**config.mk**
```make
export PLATFORM = sky130hd
export DESIGN_NAME = cfr_regs_mc
export DESIGN_NICKNAME = d
export VERILOG_FILES = /design/src/rtl/cfr_regs_mc.sv
export SDC_FILE = /design/constraint.sdc
export NUM_CORES = 1
export LEC_CHECK = 0
export CAP_MARGIN = 20
export CORE_MARGIN = 1
export CORE_UTILIZATION = 45
export DETAILED_ROUTE_END_ITERATION = 6
export PLACE_DENSITY = 0.76
export SLEW_MARGIN = 20
export SYNTH_ARGS = -nofsm -noshare
export SYNTH_HDL_FRONTEND = slang
export SYNTH_SLANG_ARGS = --single-unit
```
**constraint.sdc**
```tcl
create_clock -name clk -period 10.3 [get_ports clk]
set_clock_uncertainty 0.05 [all_clocks]
set_input_delay 2.06 -clock clk [delete_from_list [all_inputs] [get_ports clk]]
set_output_delay 2.06 -clock clk [all_outputs]
set_load 0.1 [all_outputs]
```
**src/rtl/cfr_regs_mc.sv**
```systemverilog
// Multi-channel CFR register bank: IPIF slave with double-buffered per-channel PC-CFR/HC controls,
// commit FSM (immediate or frame-aligned) and CPW coefficient write port. Option: CFR_REGS_MC_CLIP_CNT_EN.

module cfr_regs_mc_ch #(
    parameter int TH_WIDTH  = 17,
    parameter int CNT_WIDTH = 16
) (
    input  logic                 clk,
    input  logic                 rst,
    input  logic                 wr_i,
    input  logic [3:0]           wr_off_i,
    input  logic [TH_WIDTH-1:0]  wdat_i,
    input  logic                 apply_i,
    input  logic                 rd_clr_i,
    input  logic                 clip_i,
    output logic                 sh_pc_en_o,
    output logic                 sh_hc_en_o,
    output logic [TH_WIDTH-1:0]  sh_det_o,
    output logic [TH_WIDTH-1:0]  sh_clip_o,
    output logic [TH_WIDTH-1:0]  sh_hc_o,
    output logic                 act_pc_en_o,
    output logic                 act_hc_en_o,
    output logic [TH_WIDTH-1:0]  act_det_o,
    output logic [TH_WIDTH-1:0]  act_clip_o,
    output logic [TH_WIDTH-1:0]  act_hc_o,
    output logic [CNT_WIDTH-1:0] cnt_o
);

    logic                sh_pc_en_q, sh_hc_en_q, act_pc_en_q, act_hc_en_q;
    logic [TH_WIDTH-1:0] sh_det_q, sh_clip_q, sh_hc_q, act_det_q, act_clip_q, act_hc_q;

    always_ff @(posedge clk or posedge rst) begin
        if (rst) begin
            sh_pc_en_q <= 1'b0;
            sh_hc_en_q <= 1'b0;
            sh_det_q   <= '1;
            sh_clip_q  <= '1;
            sh_hc_q    <= '1;
        end else if (wr_i) begin
            case (wr_off_i)
                4'h0: begin
                    sh_pc_en_q <= wdat_i[0];
                    sh_hc_en_q <= wdat_i[1];
                end
                4'h1: sh_det_q  <= wdat_i;
                4'h2: sh_clip_q <= wdat_i;
                4'h3: sh_hc_q   <= wdat_i;
                default: ;
            endcase
        end
    end

    // Active copy samples the pre-edge shadow, so a same-cycle shadow write misses this commit.
    always_ff @(posedge clk or posedge rst) begin
        if (rst) begin
            act_pc_en_q <= 1'b0;
            act_hc_en_q <= 1'b0;
            act_det_q   <= '1;
            act_clip_q  <= '1;
            act_hc_q    <= '1;
        end else if (apply_i) begin
            act_pc_en_q <= sh_pc_en_q;
            act_hc_en_q <= sh_hc_en_q;
            act_det_q   <= sh_det_q;
            act_clip_q  <= sh_clip_q;
            act_hc_q    <= sh_hc_q;
        end
    end

`ifdef CFR_REGS_MC_CLIP_CNT_EN
    logic [CNT_WIDTH-1:0] cnt_q, cnt_d;

    always_comb begin
        cnt_d = cnt_q;
        if (rd_clr_i)
            cnt_d = clip_i ? CNT_WIDTH'(1) : '0;
        else if (clip_i && (cnt_q != '1))
            cnt_d = cnt_q + CNT_WIDTH'(1);
    end

    always_ff @(posedge clk or posedge rst) begin
        if (rst) cnt_q <= '0;
        else     cnt_q <= cnt_d;
    end

    assign cnt_o = cnt_q;
`else
    logic unused_ok;
    assign unused_ok = &{1'b0, rd_clr_i, clip_i};
    assign cnt_o     = '0;
`endif

    assign sh_pc_en_o  = sh_pc_en_q;
    assign sh_hc_en_o  = sh_hc_en_q;
    assign sh_det_o    = sh_det_q;
    assign sh_clip_o   = sh_clip_q;
    assign sh_hc_o     = sh_hc_q;
    assign act_pc_en_o = act_pc_en_q;
    assign act_hc_en_o = act_hc_en_q;
    assign act_det_o   = act_det_q;
    assign act_clip_o  = act_clip_q;
    assign act_hc_o    = act_hc_q;

endmodule

module cfr_regs_mc #(
    parameter logic [31:0] ID         = 32'h0,
    parameter int          NUM_CH     = 2,
    parameter int          ADDR_WIDTH = 12,
    parameter int          DATA_WIDTH = 32,
    parameter int          TH_WIDTH   = 17,
    parameter int          CPW_DEPTH  = 256,
    parameter int          CNT_WIDTH  = 16
) (
    input  logic                         clk,
    input  logic                         rst,
    input  logic [ADDR_WIDTH-1:0]        wr_addr,
    input  logic                         wr_req,
    input  logic [DATA_WIDTH-1:0]        wr_data,
    output logic                         wr_ack,
    input  logic [ADDR_WIDTH-1:0]        rd_addr,
    input  logic                         rd_req,
    output logic [DATA_WIDTH-1:0]        rd_data,
    output logic                         rd_ack,
    input  logic                         frame_sync,
    input  logic [NUM_CH-1:0]            clip_event,
    output logic [NUM_CH-1:0]            ctrl_pc_enable,
    output logic [NUM_CH*TH_WIDTH-1:0]   ctrl_pc_det_th,
    output logic [NUM_CH*TH_WIDTH-1:0]   ctrl_pc_clip_th,
    output logic [NUM_CH-1:0]            ctrl_hc_enable,
    output logic [NUM_CH*TH_WIDTH-1:0]   ctrl_hc_th,
    output logic                         cpw_wr_en,
    output logic [NUM_CH-1:0]            cpw_wr_ch,
    output logic [7:0]                   cpw_wr_addr,
    output logic [15:0]                  cpw_wr_data_i,
    output logic [15:0]                  cpw_wr_data_q,
    output logic                         commit_pending
);

    typedef enum logic {IDLE, PENDING} state_t;

    localparam logic [31:0] BAD = 32'hDEADBEEF;

    logic [11:0] wa, ra;
    logic        wa_ok, ra_ok;

    // Anything above the 12-bit map must be zero to decode.
    assign wa    = wr_addr[11:0];
    assign ra    = rd_addr[11:0];
    assign wa_ok = (wr_addr >> 12) == '0;
    assign ra_ok = (rd_addr >> 12) == '0;

    logic wr_page, commit_now, commit_arm, cpw_hit, scratch_wr;

    assign wr_page    = wr_req && wa_ok && (wa[11:8] == 4'h1);
    assign scratch_wr = wr_req && wa_ok && (wa == 12'h003);
    assign commit_now = wr_req && wa_ok && (wa == 12'h002) && wr_data[0] &&  wr_data[1];
    assign commit_arm = wr_req && wa_ok && (wa == 12'h002) && wr_data[0] && !wr_data[1];
    assign cpw_hit    = wr_req && wa_ok && wa[11]
                        && ({29'd0, wa[10:8]} < NUM_CH) && ({24'd0, wa[7:0]} < CPW_DEPTH);

    // Commit FSM
    state_t state_q, state_d;
    logic   apply;

    always_ff @(posedge clk or posedge rst) begin
        if (rst) state_q <= IDLE;
        else     state_q <= state_d;
    end

    always_comb begin
        state_d = state_q;
        case (state_q)
            IDLE:    if (commit_arm) state_d = PENDING;
            PENDING: if (commit_now || frame_sync) state_d = IDLE;
            default: state_d = IDLE;
        endcase
    end

    always_comb begin
        commit_pending = (state_q == PENDING);
        apply          = commit_now || ((state_q == PENDING) && frame_sync);
    end

    // Per-channel banks
    logic [NUM_CH-1:0]                 sh_pc, sh_hc, act_pc, act_hc, ch_wr, rd_clr;
    logic [NUM_CH-1:0][TH_WIDTH-1:0]   sh_det, sh_clip, sh_hc_th, act_det, act_clip, act_hc_th;
    logic [NUM_CH-1:0][CNT_WIDTH-1:0]  cnt;

    for (genvar c = 0; c < NUM_CH; c++) begin : g_ch
        assign ch_wr[c] = wr_page && (wa[7:4] == 4'(c));

        cfr_regs_mc_ch #(
            .TH_WIDTH  (TH_WIDTH),
            .CNT_WIDTH (CNT_WIDTH)
        ) u_ch (
            .clk         (clk),
            .rst         (rst),
            .wr_i        (ch_wr[c]),
            .wr_off_i    (wa[3:0]),
            .wdat_i      (wr_data[TH_WIDTH-1:0]),
            .apply_i     (apply),
            .rd_clr_i    (rd_clr[c]),
            .clip_i      (clip_event[c]),
            .sh_pc_en_o  (sh_pc[c]),
            .sh_hc_en_o  (sh_hc[c]),
            .sh_det_o    (sh_det[c]),
            .sh_clip_o   (sh_clip[c]),
            .sh_hc_o     (sh_hc_th[c]),
            .act_pc_en_o (act_pc[c]),
            .act_hc_en_o (act_hc[c]),
            .act_det_o   (act_det[c]),
            .act_clip_o  (act_clip[c]),
            .act_hc_o    (act_hc_th[c]),
            .cnt_o       (cnt[c])
        );
    end

    assign ctrl_pc_enable  = act_pc;
    assign ctrl_hc_enable  = act_hc;
    assign ctrl_pc_det_th  = act_det;
    assign ctrl_pc_clip_th = act_clip;
    assign ctrl_hc_th      = act_hc_th;

    function automatic logic [31:0] zx_th(input logic [TH_WIDTH-1:0] v);
        zx_th = '0;
        zx_th[TH_WIDTH-1:0] = v;
    endfunction

`ifdef CFR_REGS_MC_CLIP_CNT_EN
    function automatic logic [31:0] zx_cnt(input logic [CNT_WIDTH-1:0] v);
        zx_cnt = '0;
        zx_cnt[CNT_WIDTH-1:0] = v;
    endfunction
`else
    logic unused_ok;
    assign unused_ok = &{1'b0, cnt};
`endif

    // Read mux and registered read port
    logic [31:0] scratch_q, rd_mux, rd_data_q, rd_data_d;
    logic        rd_ack_q, wr_ack_q;

    always_comb begin
        rd_mux = BAD;
        rd_clr = '0;
        if (ra_ok) begin
            case (ra)
                12'h000: rd_mux = ID;
                12'h001: rd_mux = {16'd0, 8'(NUM_CH), 8'(TH_WIDTH)};
                12'h002: rd_mux = {31'd0, commit_pending};
                12'h003: rd_mux = scratch_q;
                default: ;
            endcase
            if (ra[11:8] == 4'h1) begin
                for (int c = 0; c < NUM_CH; c++) begin
                    if (ra[7:4] == 4'(c)) begin
                        case (ra[3:0])
                            4'h0: rd_mux = {30'd0, sh_hc[c], sh_pc[c]};
                            4'h1: rd_mux = zx_th(sh_det[c]);
                            4'h2: rd_mux = zx_th(sh_clip[c]);
                            4'h3: rd_mux = zx_th(sh_hc_th[c]);
`ifdef CFR_REGS_MC_CLIP_CNT_EN
                            4'h4: begin
                                rd_mux    = zx_cnt(cnt[c]);
                                rd_clr[c] = rd_req;
                            end
`endif
                            default: ;
                        endcase
                    end
                end
            end
        end
        rd_data_d = rd_req ? rd_mux : rd_data_q;
    end

    always_ff @(posedge clk or posedge rst) begin
        if (rst) begin
            rd_data_q <= '0;
            rd_ack_q  <= 1'b0;
            wr_ack_q  <= 1'b0;
            scratch_q <= '0;
        end else begin
            rd_data_q <= rd_data_d;
            rd_ack_q  <= rd_req;
            wr_ack_q  <= wr_req;
            if (scratch_wr) scratch_q <= wr_data;
        end
    end

    assign rd_data = rd_data_q;
    assign rd_ack  = rd_ack_q;
    assign wr_ack  = wr_ack_q;

    // CPW port: strobe lines up with wr_ack; payload holds between strobes.
    logic              cpw_en_q;
    logic [NUM_CH-1:0] cpw_ch_q, cpw_ch_d;
    logic [7:0]        cpw_addr_q;
    logic [15:0]       cpw_i_q, cpw_qd_q;

    always_comb begin
        cpw_ch_d = '0;
        for (int c = 0; c < NUM_CH; c++)
            cpw_ch_d[c] = (wa[10:8] == 3'(c));
    end

    always_ff @(posedge clk or posedge rst) begin
        if (rst) begin
            cpw_en_q   <= 1'b0;
            cpw_ch_q   <= '0;
            cpw_addr_q <= '0;
            cpw_i_q    <= '0;
            cpw_qd_q   <= '0;
        end else begin
            cpw_en_q <= cpw_hit;
            if (cpw_hit) begin
                cpw_ch_q   <= cpw_ch_d;
                cpw_addr_q <= wa[7:0];
                cpw_i_q    <= wr_data[15:0];
                cpw_qd_q   <= wr_data[31:16];
            end
        end
    end

    assign cpw_wr_en     = cpw_en_q;
    assign cpw_wr_ch     = cpw_ch_q;
    assign cpw_wr_addr   = cpw_addr_q;
    assign cpw_wr_data_i = cpw_i_q;
    assign cpw_wr_data_q = cpw_qd_q;

endmodule

```
==> impl_metrics.toml <==
[placed_design]
place_inst = 1500
place_congestion = 0.746
port_buffers = 244
dp_hpwl_um = 22800

[timing]
finalHoldViolations = 0
grt_setup_unrepaired = "false"
tightestPinTransition_ps = 1090
finalSetupTns_ps = 0
fmax_mhz = 222
min_period_ps = 4500
slew_viol_final = 0
slew_headroom_pct = 27.1
setup_violations = 0
fin_crit_sh_pct = 43.7

[finish]
area.growth.synth_to_final_pct = 28.8
final_common_cell = "mux2_2"
fin_nets = 1211
diodes = 0
final_cells = 1564
nFillCells = 2280
final_cell_mix = "mux2_2 (283), clkdlybuf4s50_1 (242), dfstp_2 (204)"
drive_gt1_share_pct = 51.8

[clock_tree]
ctsResizeCount = 0
ctsHoldBuffers = 0
clkLatencyLatePin_ps = 510
clock-sinks = 322
htreeDepth = 2
cts_max_path_buffers = 3
post_cts_buffers = 0
cts_made_buffers = 35
cts_tree = "done"
root_buffer = "clkbuf_16"
cts.clk_slew.worst_paths_ps = 60

[global_routing]
antenna_found_initial = 0
grt_usage_pct = 23.1
grt-ovfl-total = 0
grt_pass1_wl_um = 54500
grt_pass1_vias = 9019
grt_start_max_net_pins = 192

[floorplanning]
dieArea_sq_mm = 0.0310
rows = 63
die_h_um = 176
core_area_sq_mm = 0.0297
io_pins = 247
start_util_pct = 45.9
die_x_um = 176

[job]
maxCapViolCount = 0

[yosys]
synth_area_sq_mm = 0.0136
synth_area_leader_cell = "dfstp_2"
synthArstFlopShare_pct = 100
synthCells = 903
synth_top_area_share_pct = 39.3
ys_seq_area_share_pct = 61.0
yosysWarnings = 0
synth_area_leaders = "dfstp_2 (39%), mux2_2 (23%), dfrtp_1 (22%)"
yosysUniqueCellTypes = 52
postSynthNetCount = 966
yosys_register_bits = 322
syn_avg_cell_area_sq_um = 15.1
synth_ff_type = "dfstp_2"
synth_edf_count = 0

[route]
first_pass_iters = 5
drt_iter0_markers = 530
ant_nets = 0
vias = 8605
avgRoutedWirePerCell_um = 22.5
drcViolationCount = 0
wirelength_um = 35300
vias_per_cell = 5.50

[setup_path]
startpoint_type = "primary input"
critPathMaxFanout = 9
crit_path_cell_trace = "clkdlybuf4s50_1 -> nor4b_2 -> nand3_1 -> a221oi_1 -> nor3_1 -> mux2_2"
worstPathRequired_ps = 10640
criticalPathCategory = "primary input to flop"
worst-r2r-cell-count = 4
end_kind = "flop"
cp.arrival_ps = 4840
cpPeakStageDelay_ps = 780
cp_slowest_cell = "a221oi_1"

[power]
power_leakage_nw = 7.30
peakVddDrop_v = 0.000154
power.density_mw_per_mm2 = 176

[outcome]
status = "finished clean"

[hold_path]
min_path_cells = 1
hold_path_class = "flop to flop"
-- metrics by stage --
step / hold slack (ps) / setup WS, ps / utilization, % / power (W) / instance area, sq um
after floorplan: 426 / 4060 / - / 0.00173 / 13600
final: 455 / 5800 / 59.1 / 0.00309 / 17600
after CTS: 458 / 5840 / 59.0 / 0.00312 / 17500
after global placement: 433 / 5310 / 55.2 / 0.00188 / 16400
after detailed placement: 445 / 5310 / 55.2 / 0.00189 / 16400
after global routing: 473 / 5740 / 59.1 / 0.00319 / 17600
-- final cells by class --
type | instances | area, sq um | area share (%)
flip-flops and latches | 322 | 8310 | 47.4
multi-input cells | 503 | 4930 | 28.1
repair buffers | 265 | 2610 | 14.9
clock buffers | 57 | 1070 | 6.10
well taps | 390 | 488 | 2.78
inverters | 21 | 82.6 | 0.470
clock inverters | 6 | 57.6 | 0.328
-- power breakdown --
| part | switching [W] | total, W | leakage [nW] | internal, W |
|---|---|---|---|---|
| Sequential | 0.0000221 | 0.00134 | 3.56 | 0.00131 |
| Clock | 0.000489 | 0.00122 | 0.552 | 0.000736 |
| Combinational | 0.000404 | 0.000531 | 3.19 | 0.000126 |
-- kinds of logic (layout without fill, tap and decap cells) --
logic type / count (synthesis) / in the layout / share of synthesized area (%)
buffers and inverters: 78 / 349 / 3.05
AO/OA/AOI/OAI: 92 / 92 / 4.59
flip-flops: 322 / 322 / 61.0
AND/OR/NAND/NOR: 89 / 89 / 3.67
multiplexers: 322 / 322 / 27.7
-- registers in the layout (all words and copies together), names as in the netlist, 32 cells and up --
register,count
g_ch.u_ch.sh_hc_o,34
rd_data,32
scratch_q,32
g_ch.u_ch.act_hc_o,34
g_ch.u_ch.act_det_o,34
g_ch.u_ch.act_clip_o,34
g_ch.u_ch.sh_det_o,34
g_ch.u_ch.sh_clip_o,34
-- path summary, 6_finish.rpt --
path / startpoint / to / slack (ps)
worst max register to register: commit_pending / g_ch[1].u_ch.act_hc_o[7] / 8330
worst max-delay path: rd_addr[9] / rd_data[16] / 5800
worst min-delay path: cpw_wr_data_q[5] / cpw_wr_data_q[5] / 460
worst min register to register: cpw_wr_data_q[5] / cpw_wr_data_q[5] / 460
min in group asynchronous: rst / g_ch[0].u_ch.act_hc_en_o / 2120
max in group asynchronous: rst / cpw_wr_data_q[10] / 6600
-- cells in the mapped netlist, drive strengths merged, types with 4 or more instances --
master  number
mux2       313
o22ai       15
nor2b        6
a31oi        7
nor2        11
dfstp      204
inv         21
buf         37
a21oi       24
and3         6
dfrtp      118
a221oi      19
o21ai       10
nand3       11
nand2       25
mux4         4
nor3        12
mux2i        5
a222oi       4
clkbuf      18
-- critical path: cells and delay by family --
kind                   cells  cell delay (ps)
buffers and inverters      1              450
multiplexers               1              290
AO/OA/AOI/OAI              1              780
AND/OR/NAND/NOR            3             1250
-- metal layers --
layer | up-vias | GRT usage (%) | part of all wire [%]
met4 | 0 | 7.64 | 2.8
met5 | - | 0 | 0
met3 | 65 | 3.62 | 5.3
li1 | 3774 | - | -
met1 | 4496 | 30.9 | 43
met2 | 270 | 38.3 | 49
No activity file was read; power rests on OpenSTA's default activity.
